`src/rtl/gf2enc_pkg.sv`:
```
// Shared definitions for the GF(2) matrix encoder: state encodings,
// default dimensions and the identity-row helper used at reset.
package gf2enc_pkg;

    localparam int N_DEFAULT = 8;
    localparam int M_DEFAULT = 8;
    localparam int ROW_MAX_W = 64;

    typedef logic [1:0] state_t;

    localparam state_t IDLE = 2'd0;
    localparam state_t RUN  = 2'd1;
    localparam state_t DONE = 2'd2;

    // Row i of an identity generator; rows beyond min(n, m) are all-zero.
    function automatic logic [ROW_MAX_W-1:0] identity_row(input int i, input int n, input int m);
        logic [ROW_MAX_W-1:0] one;
        one = {{(ROW_MAX_W-1){1'b0}}, 1'b1};
        if (i < n && i < m && i < ROW_MAX_W)
            identity_row = one << i;
        else
            identity_row = '0;
    endfunction

endpackage

```
`src/rtl/gf2_row_bank.sv`:
```
// N x M generator-row register file: resets to identity, one write port,
// combinational read of the row selected by the encoder's index.
module gf2_row_bank
    import gf2enc_pkg::*;
#(
    parameter int N = N_DEFAULT,
    parameter int M = M_DEFAULT
) (
    input  logic                 clk,
    input  logic                 rst_n,
    input  logic                 we,
    input  logic [$clog2(N)-1:0] wr_row,
    input  logic [M-1:0]         wr_data,
    input  logic [$clog2(N)-1:0] rd_row,
    output logic [M-1:0]         rd_data
);

    logic [M-1:0] rows [N];

    // Out-of-range row indices are silently dropped.
    always_ff @(posedge clk or negedge rst_n) begin
        if (!rst_n) begin
            for (int i = 0; i < N; i++)
                rows[i] <= M'(identity_row(i, N, M));
        end else if (we && int'(wr_row) < N) begin
            rows[wr_row] <= wr_data;
        end
    end

    assign rd_data = rows[rd_row];

endmodule

```
`src/rtl/gf2_mat_encoder.sv`:
```
// Sequential GF(2) encoder: XORs one selected generator row per clock.
// Optional macro GF2ENC_PARITY_EN adds out_par = XOR-reduce of out_code.
module gf2_mat_encoder
    import gf2enc_pkg::*;
#(
    parameter int N = N_DEFAULT,
    parameter int M = M_DEFAULT
) (
    input  logic                 clk,
    input  logic                 rst_n,
    input  logic                 in_valid,
    output logic                 in_ready,
    input  logic [N-1:0]         in_msg,
    output logic                 out_valid,
    input  logic                 out_ready,
    output logic [M-1:0]         out_code,
    input  logic                 cfg_we,
    input  logic [$clog2(N)-1:0] cfg_row,
    input  logic [M-1:0]         cfg_data,
    output logic                 busy
`ifdef GF2ENC_PARITY_EN
    ,
    output logic                 out_par
`endif
);

    localparam int IW = $clog2(N);

    state_t          state;
    logic [N-1:0]    msg;
    logic [M-1:0]    acc;
    logic [IW-1:0]   idx;
    logic [M-1:0]    row_data;
    logic [M-1:0]    acc_next;

    // Rows are only writable while idle so a running encode sees a fixed matrix.
    gf2_row_bank #(.N(N), .M(M)) u_bank (
        .clk     (clk),
        .rst_n   (rst_n),
        .we      (cfg_we && (state == IDLE)),
        .wr_row  (cfg_row),
        .wr_data (cfg_data),
        .rd_row  (idx),
        .rd_data (row_data)
    );

    assign acc_next  = acc ^ (msg[idx] ? row_data : '0);
    assign in_ready  = (state == IDLE);
    assign out_valid = (state == DONE);
    assign busy      = (state != IDLE);

    always_ff @(posedge clk or negedge rst_n) begin
        if (!rst_n) begin
            state    <= IDLE;
            msg      <= '0;
            acc      <= '0;
            idx      <= '0;
            out_code <= '0;
        end else begin
            case (state)
                IDLE: begin
                    if (in_valid) begin
                        msg   <= in_msg;
                        acc   <= '0;
                        idx   <= '0;
                        state <= RUN;
                    end
                end
                RUN: begin
                    acc <= acc_next;
                    if (idx == IW'(N - 1)) begin
                        out_code <= acc_next;
                        idx      <= '0;
                        state    <= DONE;
                    end else begin
                        idx <= idx + IW'(1);
                    end
                end
                DONE: begin
                    if (out_ready)
                        state <= IDLE;
                end
                default: state <= IDLE;
            endcase
        end
    end

`ifdef GF2ENC_PARITY_EN
    // Parity is captured on the same edge as out_code so the two never disagree.
    always_ff @(posedge clk or negedge rst_n) begin
        if (!rst_n)
            out_par <= 1'b0;
        else if (state == RUN && idx == IW'(N - 1))
            out_par <= ^acc_next;
    end
`endif

endmodule
```
`config.mk`:
```
export PLATFORM = sky130hd
export DESIGN_NAME = gf2_mat_encoder
export DESIGN_NICKNAME = d
export VERILOG_FILES = /design/src/rtl/gf2enc_pkg.sv /design/src/rtl/gf2_row_bank.sv /design/src/rtl/gf2_mat_encoder.sv
export SDC_FILE = /design/constraint.sdc
export NUM_CORES = 1
export LEC_CHECK = 0
export ABC_AREA = 0
export BUFFER_PORTS_ARGS = -buffer_cell sky130_fd_sc_hd__buf_2
export CAP_MARGIN = 30
export CORE_ASPECT_RATIO = 0.9
export CORE_MARGIN = 3
export CORE_UTILIZATION = 60
export CTS_BUF_LIST = sky130_fd_sc_hd__clkbuf_16
export DETAILED_ROUTE_END_ITERATION = 10
export PLACE_DENSITY = 0.8
export SYNTH_ARGS = -nofsm -noshare
export SYNTH_HDL_FRONTEND = slang
export SYNTH_SLANG_ARGS = --single-unit
```
`constraint.sdc`:
```
create_clock -name clk -period 2.1 [get_ports clk]
set_input_delay 0.21 -clock clk [delete_from_list [all_inputs] [get_ports clk]]
set_output_delay 0.21 -clock clk [all_outputs]
set_load 0.05 [all_outputs]
```
* Yosys cells after proc, flatten, opt, wreduce, memory -nomap -nowiden
Index checks and enable logic that the tools add are counted.
** Storage, ports and cells
- Flip-flop bits (word level) :: 93
- Output and inout port bits :: 11
** Operators by class
- Add/sub/neg operators :: 1
- $lt $le $gt $ge :: 4
- Equal/unequal tests :: 6
- Multiplexer cells :: 18
- Bitwise operators :: 3
- Reductions and logical operators :: 9
** Operators with widths (count)
- 64-bit bitwise mux :: 1
- 8-bit 2-to-1 mux :: 5
- 8-bit binary-select mux with 3-bit select :: 1
- 8-bit demux with 3-bit select :: 1
- 8-bit one-hot mux with 2 select lines :: 1
- 4-bit greater-or-equal comparator, second input constant :: 2
- 3-bit inverter with 4-bit output :: 2
- 8-bit XOR :: 1
- 2-bit 2-to-1 mux :: 3
- 3-bit 2-to-1 mux :: 2
- 2-bit one-hot mux with 3 select lines :: 1
- 3-bit one-hot mux with 2 select lines :: 1
- 2-bit AND reduction :: 3
- 3-bit by 4-bit less-than comparator with 1-bit output, second input constant :: 1
- 4-bit by 1-bit less-than comparator with 1-bit output, second input constant :: 1
- 2-bit != test, second input constant :: 2
- 2-bit nonzero test :: 2
- 3-bit by 1-bit adder with 3-bit output, second input constant :: 1
- 1-bit binary-select mux with 3-bit select :: 1
- 3-bit == test, second input constant :: 1
- 3-bit AND reduction :: 1
- 2-bit by 1-bit == test with 1-bit output, second input constant :: 1
- 2-bit == test, second input constant :: 1
- 1-bit logical AND :: 2
- 3 further kinds :: 3

* Depth between registers and ports, before layout
- Depth in word-level cells :: 7
- Depth in mapped cells :: 7

* Cells and area by module
A second synthesis with hierarchy kept.
** Unflattened totals
- Cell total of the unflattened synthesis :: 311
- Area total of the unflattened synthesis :: 4486.8 um^2
** Modules (own cells, without submodules)
- gf2_row_bank :: times used 1, cells an instance 172, area each 3002.9 um^2
- gf2_mat_encoder :: times used 1, cells an instance 139, area each 1483.9 um^2

* Worst setup path before layout
Ideal clock, no wire load.
- Path type :: register -> register
- Start point :: reg state[0]
- End point :: reg u_bank.rows[0] (netlist bit)
- Setup time :: 125 ps
- Arrival :: 2237 ps
- Required time :: 1975 ps
- Path slack :: -262 ps
- Stages on the path, launching flop included :: 7
- Buffers on the path :: 2
- Period minus slack after synthesis :: 2362 ps
- Path through :: dfrtp_1 -> nor2_1 -> and3_1 -> clkbuf_1 -> and3_1 -> buf_2 -> mux2_2
** On the way
- Longest elaborated chain between the ends :: 2
** Ends and longest elaborated chain
- start: declaration :: RTL line gf2_mat_encoder.sv:29 : state_t state;
- start signal: assignment :: RTL line gf2_mat_encoder.sv:54 : state <= IDLE;
- start signal: assignment :: RTL line gf2_mat_encoder.sv:66 : state <= RUN;
- start signal: assignment :: RTL line gf2_mat_encoder.sv:74 : state <= DONE;
- 2-bit logical NOT
- net in_ready :: RTL line gf2_mat_encoder.sv:12 : output logic in_ready,
- 1-bit logical AND :: RTL line gf2_mat_encoder.sv:40 : .we (cfg_we && (state == IDLE)),
- end signal: indexed assignment :: RTL line gf2_row_bank.sv:24 : rows[i] <= M'(identity_row(i, N, M));
- end signal: indexed assignment :: RTL line gf2_row_bank.sv:26 : rows[wr_row] <= wr_data;
- end: declaration :: RTL line gf2_row_bank.sv:18 : logic [M-1:0] rows [N];
The timed path passes the listed nets, and every way through them passes these cells.
A chain may end at the register's enable or synchronous reset.

* Worst setup path after layout
- Start point :: reg idx[0]
- End point :: reg acc[6]
** On the way
- Longest elaborated chain between the ends :: 7
** Ends and longest elaborated chain
- start: declaration :: RTL line gf2_mat_encoder.sv:32 : logic [IW-1:0] idx;
- start signal: assignment :: RTL line gf2_mat_encoder.sv:76 : idx <= idx + IW'(1);
- 3-bit inverter with 4-bit output (implied by the code) :: RTL line gf2_row_bank.sv:30 : assign rd_data = rows[rd_row];
- 8-bit binary-select mux with 3-bit select :: RTL line gf2_row_bank.sv:30
- 8-bit 2-to-1 mux (implied by the code) (2 in series) :: RTL line gf2_row_bank.sv:30
- 8-bit 2-to-1 mux (*) :: RTL line gf2_mat_encoder.sv:47 : assign acc_next = acc ^ (msg[idx] ? row_data : '0);
- 8-bit XOR (*) :: RTL line gf2_mat_encoder.sv:47
- 8-bit one-hot mux with 2 select lines (*) :: RTL line gf2_mat_encoder.sv:60 : case (state)
- end signal: assignment :: RTL line gf2_mat_encoder.sv:70 : acc <= acc_next;
- end: declaration :: RTL line gf2_mat_encoder.sv:31 : logic [M-1:0] acc;
Every way passes the cells marked *; elsewhere a longest branch is shown, timed or not. The select of a mux whose other input is x is not followed.

==> results.md <==
* PD cells at 1596 nW/um^2
* Initial DRC Count at approximately 160
* Total track usage at 0.2541
* Adder-cell area share of the yosys netlist at 0.005687
* Chip Height at 87.25 um
* Mapped Cells at 302
* FP Rows at 28
* Number of flops mapped to enable cells by yosys at 0
* VDD IR max at 0.9188 mV
* CTS root buffer: clkbuf_16
* Slew Viols, Final at 0
* Layout Nets at roughly 370
* Simple-gate share of the synthesized area at 0.07279
* CP Max Fanout at 18
* Total Routed Length at 9308 um
* Final Wtd Congestion at 0.7526
* Routed wire length per instance at 21.06 um
* Worst Clk Skew at about 0.0037 ns
* Largest family of logic cells by synthesized area: multiplexers
* Seq/Total Area, Yosys at 0.5311
* Fin util at 0.7425
* DRT Pass-1 Iters at 6
* Leakage Power at 2.355 nW
* Ant. Diodes at 0
* CP endpoint: acc[6]
* HP Class: in -> reg
* Compound-gate portion of the synthesized area at 0.05004
* Sinks on Clock Net at 93
* Sequential standard cell area at 2337 sq um
* Synth Warn # at 0
* CP cell instances: buf_12 > mux4_1 > mux2i_1 > o311ai_0 > o41ai_1
* First-pass GRT wire length at 15560 um
* Remaining Overflow, GRT at 0
* Drt via density at 6.292
* RR Startpoint: idx[0]
* Fin Setup TNS at 0 ns
* Final Cycle Share at 0.9269
* Initial core utilization at 0.6441
* Share of async-settable or async-resettable flops after synthesis at 1.000
* Worst slew margin at 0.3961
* Die ar. at 8399 sq um
* Worst Setup SP: idx[0]
* Element type at the critical path end: flip-flop
* Slowest stage delay, CP at between 0.5 and 0.6 ns
* Area occupied by multi-input gates at roughly 1900 sq um
* Max-Cap Viols at 0
* Flops & latches, synth at 93
* Reg2Reg Depth at 5
* Worst endpoint required time at 2.33 ns
* Post-synth top area cell: dfrtp_1
* Most common cell after layout, fill and taps aside: dfrtp_1
* Proportion of layout cells with a drive suffix above 1 at 0.4460
* Initial antenna violation count at 0
* Clk slew on worst S/H paths at 0.06 ns
* Critical path type: reg -> reg
* Post-synthesis mux area share at 0.3096
* Final setup viols at 0
* FF-to-FF End: acc[6]
* Final Hold Fails at 0
* Top cells by area, synth: dfrtp_1 (48%), mux2_2 (18%), mux4_1 (5.4%)
* Syn Std Cell Area at 4400 sq um
* DRC violations left at 0
* Top FF cell, synth: dfrtp_1
* Slowest cell on crit path: mux4_1
* Status: completed
* Slew @ Worst Pin at just over 0.9 ns
* Routed via count at 2781
* Most frequent cells in the layout: dfrtp_1 (85), mux2_2 (72), buf_2 (33)
* PortBufs at 34
* Post-Synthesis Net Count at roughly 330
* F_max at around 510 MHz
* Postcts setup bufs at 0
* Final min period at 1.946 ns
* Post-synthesis average cell area at 14.57 sq um
* IO Pins at 35
* Library cells used by synthesis at 34
* RSZ-0062 raised after global routing: false
* Synth top area share at 0.4834
* Area delta synth->final at 15.27%
* Core footprint at 6832 sq um
* CTS tree: built
* Post-DP HPWL at 5963 um
* Skew-Pair Late Insertion Delay at roughly 0.34 ns
* Largest net degree at the start of global routing at 41
* Filler instances at 439
* Chip width at 96.27 um
* Worst-case clock buffer depth at 2
* Vias in the first global route at 2927
* Number of H-tree levels at 3
* Detail Route Antenna Nets at 0
* Cts bufs inserted at 9
* Startpoint type of the worst setup path: flip-flop
* Critical Path AT at roughly 2.2 ns
* Post-synthesis xor/xnor area fraction at 0
* Internal reg-to-reg setup slack at approximately 0.15 ns
[synthesized netlist by cell type, types with 3 or more instances]
cell       count
or4_1          8
nand2_2        3
o2111ai_1      8
dfstp_2        8
inv_1          3
nand2_1       14
o21ai_0        8
mux2i_1        9
mux4_1         9
mux4_2         9
nand3_1        8
nor3_1         7
and3_1         3
dfrtp_1       85
mux2_2        72
buf_6          3
a2bb2oi_1      7
nor2_1         3
clkbuf_1       4
buf_2          5
nor2b_1       10
[layout make-up]
type / instances / area share
clock inverters: 7 / 0.02097
flip-flops and latches: 93 / 0.4608
clock buffers: 9 / 0.04440
inverters: 3 / 0.002220
well taps: 90 / 0.02220
repair buffers: 50 / 0.06808
multi-input cells: 190 / 0.3814
[worst max-delay path, delay by kind of cell (launching register included)]
kind | cells | cell delay (ns)
AOI/OAI and AO/OA | 2 | 0.27
buffers and inverters | 1 | 0.22
DFF | 1 | 0.47
muxes | 2 | 0.87
[where the power goes]
group	internal [mW]	total [mW]	switching (mW)
combinational	1.61	3.27	1.66
sequential	2.57	3.02	0.452
clock	1.15	1.81	0.660
total	5.32	8.10	2.77
[state kept, by name (all words and copies together), names as in the netlist]
signal and count:
out_code 8, idx 3, msg 8, state 2, u_bank.rows 64, acc 8
[how the worst min path moves through the flow]
| stage | from | to | slack, ns | cells after the start |
|---|---|---|---|---|
| 2_1_floorplan | rst_n | acc[0] | -0.09 | 0 |
| 3_3_place_gp | rst_n | msg[6] | 0.17 | 1 |
| 3_5_place_dp | rst_n | msg[6] | 0.18 | 1 |
| 4_1_cts | out_ready | state[1] | 0.09 | 2 |
| 5_1_grt | in_msg[0] | msg[0] | 0.11 | 2 |
| 6_report | out_ready | state[1] | 0.1 | 2 |
[logic make-up after synthesis]
| family | Yosys count |
|---|---|
| muxes | 100 |
| DFF | 93 |
| and+or+nand+nor | 59 |
| AOI/OAI and AO/OA | 29 |
| buffers and inverters | 19 |
| adders and majority gates | 2 |
[metal layers]
layer  global-route usage  share of wire  wire length, um  vias to the layer above
met1               0.3355           0.43             4005                     1446
met2               0.4207           0.50             4669                       81
met5                    0              0                0                        -
met3              0.06137          0.051              471                       16
li1                     -              -                -                     1238
met4              0.07235          0.017              161                        0
[metrics by stage]
| stage | hold slack, ns | instances | total power, mW | instance area (sq um) | worst slack, ns |
|---|---|---|---|---|---|
| 4_1_cts | 0.08881 | 442 | 8.089 | 5069 | 0.1235 |
| 3_3_place_gp | 0.1695 | 425 | 6.067 | 4727 | 0.1799 |
| 5_1_grt | 0.1055 | 442 | 8.536 | 5072 | 0.002566 |
| 3_5_place_dp | 0.1772 | 425 | 6.239 | 4727 | 0.1396 |
| 2_1_floorplan | -0.08559 | 302 | 5.495 | 4403 | 0.01803 |
| 6_report | 0.09578 | 442 | 8.096 | 5072 | 0.1535 |
[timing repair]
action	in CTS	in global routing
resized for setup	0	1
endpoints found under the setup margin	0	2
endpoints found under the hold margin	28	0
hold buffers	1	0
(Power assumes the default switching activity.)
